[src/rtl/fp_pkg.sv]
// Shared floating-point definitions: rounding-mode encoding, default field
// widths and the special-value encodings used by the rounders.
package fp_pkg;

   typedef enum logic [1:0] {
      RNE = 2'd0,
      RTZ = 2'd1,
      RUP = 2'd2,
      RDN = 2'd3
   } rnd_mode_t;

   localparam int EXP_W_DEF = 5;
   localparam int MAN_W_DEF = 10;
   localparam int ENC_W     = 64;

   // Encodings are built in a wide vector; callers size-cast to their own width.
   function automatic logic [ENC_W-1:0] inf_enc(input logic sign, input int exp_w, input int man_w);
      logic [ENC_W-1:0] v;
      v = ((ENC_W'(1) << exp_w) - ENC_W'(1)) << man_w;
      v = v | (ENC_W'(sign) << (exp_w + man_w));
      return v;
   endfunction

   function automatic logic [ENC_W-1:0] max_finite_enc(input logic sign, input int exp_w, input int man_w);
      logic [ENC_W-1:0] v;
      v = ((ENC_W'(1) << exp_w) - ENC_W'(2)) << man_w;
      v = v | ((ENC_W'(1) << man_w) - ENC_W'(1));
      v = v | (ENC_W'(sign) << (exp_w + man_w));
      return v;
   endfunction

endpackage

[src/rtl/fp_round_decide.sv]
// Combinational sign resolution, round-up decision and mantissa increment.
// Shared between the add/sub rounder and the multiplier rounder.
module fp_round_decide
   import fp_pkg::*;
#(
   parameter int MAN_W = MAN_W_DEF
) (
   input  logic [1:0]       rnd_mode_i,
   input  logic             zero_sum_i,
   input  logic [MAN_W-1:0] norm_m_i,
   input  logic             g_i,
   input  logic             r_i,
   input  logic             s_i,
   input  logic             sa_i,
   input  logic             sb_i,
   input  logic             ctrl_i,
   input  logic             max_ab_i,
   output logic             sign_o,
   output logic [MAN_W:0]   m1_o
);

   rnd_mode_t mode;
   logic      sbe;
   logic      sticky;
   logic      signNz;
   logic      signZ;
   logic      roundUp;

   // Directed modes round away from zero only when the result sign points the
   // same way as the rounding direction; the non-zero sign drives that choice.
   always_comb begin
      mode    = rnd_mode_t'(rnd_mode_i);
      sbe     = sb_i ^ ctrl_i;
      sticky  = r_i | s_i;
      signNz  = (~max_ab_i & sa_i) | (sbe & (max_ab_i | sa_i));
      signZ   = (sa_i & sbe) | ((mode == RDN) & (sa_i ^ sbe));
      sign_o  = zero_sum_i ? signZ : signNz;
      roundUp = 1'b0;
      case (mode)
         RNE:     roundUp = g_i & (sticky | norm_m_i[0]);
         RTZ:     roundUp = 1'b0;
         RUP:     roundUp = ~signNz & (g_i | sticky);
         default: roundUp = signNz & (g_i | sticky);
      endcase
      m1_o = {1'b0, norm_m_i} + {{MAN_W{1'b0}}, roundUp};
   end

endmodule

[src/rtl/fp_round_pipe.sv]
// Two-stage rounding and packing stage for the add/sub datapath with a
// valid/ready handshake and a saturating overflow event counter.
module fp_round_pipe
   import fp_pkg::*;
#(
   parameter int EXP_W = EXP_W_DEF,
   parameter int MAN_W = MAN_W_DEF,
   parameter int CNT_W = 16
) (
   input  logic                     clk,
   input  logic                     reset,
   input  logic                     in_valid,
   output logic                     in_ready,
   input  logic [1:0]               rnd_mode,
   input  logic                     zero_sum,
   input  logic [EXP_W:0]           norm_e,
   input  logic [MAN_W-1:0]         norm_m,
   input  logic                     g,
   input  logic                     r,
   input  logic                     s,
   input  logic                     sa,
   input  logic                     sb,
   input  logic                     ctrl,
   input  logic                     max_ab,
   output logic                     out_valid,
   input  logic                     out_ready,
   output logic [EXP_W+MAN_W:0]     z,
   output logic                     eof,
   output logic                     inexact,
   output logic [CNT_W-1:0]         ovf_cnt,
   input  logic                     ovf_clr
);

   localparam int Z_W  = 1 + EXP_W + MAN_W;
   localparam int E1_W = EXP_W + 2;
   localparam logic [E1_W-1:0] EXP_SAT = E1_W'((1 << EXP_W) - 1);

   logic             adv;
   logic             signRd;
   logic [MAN_W:0]   m1Rd;

   logic             v1_q, v1_d;
   logic             sign1_q, sign1_d;
   logic [MAN_W-1:0] m1_q, m1_d;
   logic [E1_W-1:0]  e1_q, e1_d;
   logic             zero1_q, zero1_d;
   logic             inex1_q, inex1_d;
   rnd_mode_t        mode1_q, mode1_d;

   logic             v2_q, v2_d;
   logic [Z_W-1:0]   z_q, z_d;
   logic             eof_q, eof_d;
   logic             inex2_q, inex2_d;
   logic [CNT_W-1:0] cnt_q, cnt_d;
   logic             ovf;

   fp_round_decide #(
      .MAN_W (MAN_W)
   ) u_decide (
      .rnd_mode_i (rnd_mode),
      .zero_sum_i (zero_sum),
      .norm_m_i   (norm_m),
      .g_i        (g),
      .r_i        (r),
      .s_i        (s),
      .sa_i       (sa),
      .sb_i       (sb),
      .ctrl_i     (ctrl),
      .max_ab_i   (max_ab),
      .sign_o     (signRd),
      .m1_o       (m1Rd)
   );

   // One global advance: a stalled output freezes the whole pipe, bubbles included.
   assign adv       = out_ready | ~v2_q;
   assign in_ready  = adv;
   assign out_valid = v2_q;
   assign z         = z_q;
   assign eof       = eof_q;
   assign inexact   = inex2_q;
   assign ovf_cnt   = cnt_q;

   // The exponent is widened by one bit so a carry on an already-overflowed
   // exponent cannot wrap back into range.
   always_comb begin
      v1_d    = v1_q;
      sign1_d = sign1_q;
      m1_d    = m1_q;
      e1_d    = e1_q;
      zero1_d = zero1_q;
      inex1_d = inex1_q;
      mode1_d = mode1_q;
      if (adv) begin
         v1_d    = in_valid;
         sign1_d = signRd;
         m1_d    = m1Rd[MAN_W-1:0];
         e1_d    = {1'b0, norm_e} + E1_W'(m1Rd[MAN_W]);
         zero1_d = zero_sum;
         inex1_d = (g | r | s) & ~zero_sum;
         mode1_d = rnd_mode_t'(rnd_mode);
      end
   end

   always_comb begin
      ovf     = ~zero1_q & (e1_q >= EXP_SAT);
      v2_d    = v2_q;
      z_d     = z_q;
      eof_d   = eof_q;
      inex2_d = inex2_q;
      if (adv) begin
         v2_d    = v1_q;
         eof_d   = ovf;
         inex2_d = inex1_q;
         if (zero1_q) begin
            z_d = {sign1_q, {(Z_W-1){1'b0}}};
         end else if (ovf) begin
            case (mode1_q)
               RNE:     z_d = Z_W'(inf_enc(sign1_q, EXP_W, MAN_W));
               RTZ:     z_d = Z_W'(max_finite_enc(sign1_q, EXP_W, MAN_W));
               RUP:     z_d = sign1_q ? Z_W'(max_finite_enc(sign1_q, EXP_W, MAN_W))
                                      : Z_W'(inf_enc(sign1_q, EXP_W, MAN_W));
               default: z_d = sign1_q ? Z_W'(inf_enc(sign1_q, EXP_W, MAN_W))
                                      : Z_W'(max_finite_enc(sign1_q, EXP_W, MAN_W));
            endcase
         end else begin
            z_d = {sign1_q, e1_q[EXP_W-1:0], m1_q};
         end
      end
   end

   // Clear wins over a simultaneous overflow acceptance; the count sticks at all-ones.
   always_comb begin
      cnt_d = cnt_q;
      if (ovf_clr) begin
         cnt_d = '0;
      end else if (v2_q & out_ready & eof_q & ~(&cnt_q)) begin
         cnt_d = cnt_q + CNT_W'(1);
      end
   end

   always_ff @(posedge clk) begin
      if (reset) begin
         v1_q    <= 1'b0;
         sign1_q <= 1'b0;
         m1_q    <= '0;
         e1_q    <= '0;
         zero1_q <= 1'b0;
         inex1_q <= 1'b0;
         mode1_q <= RNE;
         v2_q    <= 1'b0;
         z_q     <= '0;
         eof_q   <= 1'b0;
         inex2_q <= 1'b0;
         cnt_q   <= '0;
      end else begin
         v1_q    <= v1_d;
         sign1_q <= sign1_d;
         m1_q    <= m1_d;
         e1_q    <= e1_d;
         zero1_q <= zero1_d;
         inex1_q <= inex1_d;
         mode1_q <= mode1_d;
         v2_q    <= v2_d;
         z_q     <= z_d;
         eof_q   <= eof_d;
         inex2_q <= inex2_d;
         cnt_q   <= cnt_d;
      end
   end

endmodule

[config.mk]
export PLATFORM = sky130hd
export DESIGN_NAME = fp_round_pipe
export DESIGN_NICKNAME = d
export VERILOG_FILES = /design/src/rtl/fp_pkg.sv /design/src/rtl/fp_round_decide.sv /design/src/rtl/fp_round_pipe.sv
export SDC_FILE = /design/constraint.sdc
export NUM_CORES = 1
export LEC_CHECK = 0
export ABC_AREA = 1
export BUFFER_PORTS_ARGS = -buffer_cell sky130_fd_sc_hd__buf_4
export CAP_MARGIN = 20
export CORE_ASPECT_RATIO = 1.4
export CORE_MARGIN = 2
export CORE_UTILIZATION = 54
export CTS_CLUSTER_DIAMETER = 200
export CTS_CLUSTER_SIZE = 10
export DETAILED_ROUTE_END_ITERATION = 7
export PLACE_DENSITY = 0.8
export SLEW_MARGIN = 10
export SYNTH_ARGS = -nofsm -noshare
export SYNTH_HDL_FRONTEND = slang
export SYNTH_SLANG_ARGS = --single-unit
[constraint.sdc]
create_clock -name clk -period 3.2 [get_ports clk]
set_input_delay 0.64 -clock clk [delete_from_list [all_inputs] [get_ports clk]]
set_output_delay 0.64 -clock clk [all_outputs]
set_load 0.01 [all_outputs]
==> reports/results.ini <==
[clock_network]
clk_pin_slew_ps = 60
cts_setup_buffers = 0
cts_root_buf = clkbuf_8
insertion_delay_ps = 330
cts.path.max_buffers = 2
cts_sinks = 58
cts_hold_buf = 0
cts_tree = built
ctsHtreeMaxLevel = 3
numCtsBuffers = 9

[global_routing]
grt_overflow = 0
track_usage = 0.254
first_global_vias = 2926
grt_max_degree = 38
grt_antenna_before_repair = 0
grt_pass1_wl_um = 12100

[placement]
io_buffers = 66
dp.cells = 556
hpwl_um = 5200
gp_congestion = 0.789
pre_cts_slack_ps = -58.8

[final_layout]
nNetsFinal = 538
syn2layout_area_growth_pct = 26.9
final_layout_size_suffix_gt1_frac = 0.209
stdcell_count = 572
fill_cells = 476
diodes = 0

[synthesis]
synthesis.area_um2 = 2950
syn-instance-count = 430
ys_seq_area_frac = 0.394
syn_nets = 467
synthTopCellsByArea = dfxtp_1 39%, nand2_1 13%, a21oi_1 7.0%
synthFlopType = dfxtp_1
ys_types = 33
synth_edf_count = 0
yosysTopAreaCell = dfxtp_1
avgSynthCellArea_um2 = 6.86
async_flop_share = 0
synth_top_area_share = 0.394
ys_seq_elements = 58
synth_warnings = 0

[setup_path]
reg2reg_depth = 7
r2r_start = ovf_cnt[0]$_SDFFE_PP0P_
worst-setup-path-type = in2reg
crit_path_start_kind = primary input
timing.rr.end = ovf_cnt[5]$_SDFFE_PP0P_
reg2reg_slack_ps = 1500
critPathCaptureType = flip-flop
critPathLaunch = ctrl
critPathCapture = e1_q[3]$_SDFFE_PP0P_
critPathArrivalTime_ps = 3170
required_ps = 3420
cp_max_fo = 2

[drt]
via_per_inst = 5.27
drc = 0
wirelength_um = 6900
wl_per_cell_um = 12.1
first_pass_iters = 4
vias = 3013
drtIter0Drc = 117
ant_nets = 0

[die]
fp-row-count = 31
die_w_um = 66.5
design.die.area_um2 = 6080
die_y_um = 91.4
core_um2 = 5240
io_pins = 67
start_util = 0.563

[timing]
finClkSkew_ps = 7.57
fin_crit_sh = 0.921
slew_viol_final = 0
setup_viol = 0
final-hold-violation-count = 0
setup_ws_ps = 252
fin_crit_ps = 2950
relSlewSlack = 0.602
max_freq_ghz = 0.339
rsz0062_at_grt = false
tightest_slew_ps = 597

[run]
drv_cap = 0

[worst_hold_path]
hp-start = m1_q[0]$_SDFFE_PP0P_
hp-class = reg2reg

[pwr]
leakage_uw = 0.00173
powerDensity_nw_per_um2 = 466
peakVddDrop_uv = 286
power_uw = 1740

[outcome]
status = finished clean

[what timing repair did]
item	in CTS	in global routing
endpoints found under the setup margin	0	1
hold endpoints to repair	0	0
gates resized for setup	0	1
[Yosys cell counts, types with 3 or more instances]
| cell | number |
|---|---|
| a21oi_1 | 41 |
| o21ai_1 | 9 |
| inv_1 | 49 |
| o21ai_0 | 20 |
| xnor2_1 | 3 |
| nor2_1 | 34 |
| xor2_1 | 9 |
| ha_1 | 6 |
| o211ai_1 | 5 |
| clkbuf_1 | 9 |
| nand2_1 | 105 |
| inv_2 | 6 |
| nand4_1 | 7 |
| dfxtp_1 | 58 |
| nor3_1 | 5 |
| o21bai_1 | 3 |
| nand3_1 | 37 |
[layout by cell type (no fill, tap or decap), types with 4 or more instances in the layout]
cell and n:
nand2_1 105, buf_4 74, ha_1 6, nor3_1 4, o21ai_0 20, clkbuf_8 10, nor2_1 34, a21oi_1 41
inv_1 49, o211ai_1 5, o21ai_1 9, nand3_1 37, nand4_1 7, xor2_1 9, dfxtp_1 58, inv_2 6
[sequential cells by signal, indices dropped and copies added (netlist names)]
| register | count |
|---|---|
| zero1_q | 1 |
| ovf_cnt | 16 |
| eof | 1 |
| mode1_q | 2 |
| e1_q | 7 |
| sign1_q | 1 |
| m1_q | 10 |
| inex1_q | 1 |
| v1_q | 1 |
| z | 16 |
| inexact | 1 |
| out_valid | 1 |
[worst min path at each step]
stage / end / slack, ps / cells past startpoint
floorplan: v1_q$_SDFFE_PP0P_ / 430 / 2
global placement: v1_q$_SDFFE_PP0P_ / 440 / 2
detailed placement: m1_q[0]$_SDFFE_PP0P_ / 450 / 2
CTS: m1_q[0]$_SDFFE_PP0P_ / 460 / 2
global route: m1_q[0]$_SDFFE_PP0P_ / 490 / 2
finish: m1_q[0]$_SDFFE_PP0P_ / 460 / 2
[through the flow]
step                cell area (um^2)  hold slack, ps  setup TNS (ps)  utilization
floorplan                       2950             430               0            -
global placement                3520             441               0        0.672
detailed placement              3520             447            -171        0.672
CTS                             3740             457               0        0.714
global route                    3740             487               0        0.714
finish                          3740             456               0        0.714
[worst max-delay path, cell delays in order]
cell	delay, ps
buf_4	110
xor2_1	180
nand2_1	90
o21ai_1	110
nand2_1	70
nand2_1	50
nand3_1	60
nand2_1	60
ha_1	170
ha_1	170
nand3_1	90
nor3_1	200
nand3_1	120
nor3_1	220
ha_1	230
nand3_1	130
buf_4	160
xor2_1	130
o21bai_1	120
inv_1	50
[cell type report]
class / instances / area [um^2] / area share
well taps: 66 / 82.6 / 0.0221
clock inverters: 5 / 77.6 / 0.0207
inverters: 57 / 214 / 0.0572
multi-input cells: 301 / 1510 / 0.403
repair buffers: 74 / 556 / 0.148
flip-flops and latches: 58 / 1160 / 0.310
clock buffers: 11 / 141 / 0.0378
[routing by layer]
metal  GRT usage  up-vias  routed length [um]
li1            -     1536                   -
met1       0.262     1374                2760
met2       0.458       91                3660
met3      0.0743       12                 352
met4       0.109        0                 127
met5           0        -                   0
[where the power goes]
group	internal (uW)	switching [uW]	leakage [uW]
Clock	457	283	0.000109
Combinational	98.8	120	0.00115
Sequential	763	21.8	0.000477
[cells by family after synthesis]
kind of cell | Yosys count | synth area share
adder cells (fa/ha/maj) | 6 | 0.0255
flip-flops | 58 | 0.394
XOR/XNOR | 12 | 0.0356
buffers and inverters | 71 | 0.0963
AO/OA/AOI/OAI | 84 | 0.155
AND/OR/NAND/NOR | 199 | 0.294
No activity file was read; power rests on OpenSTA's default activity.
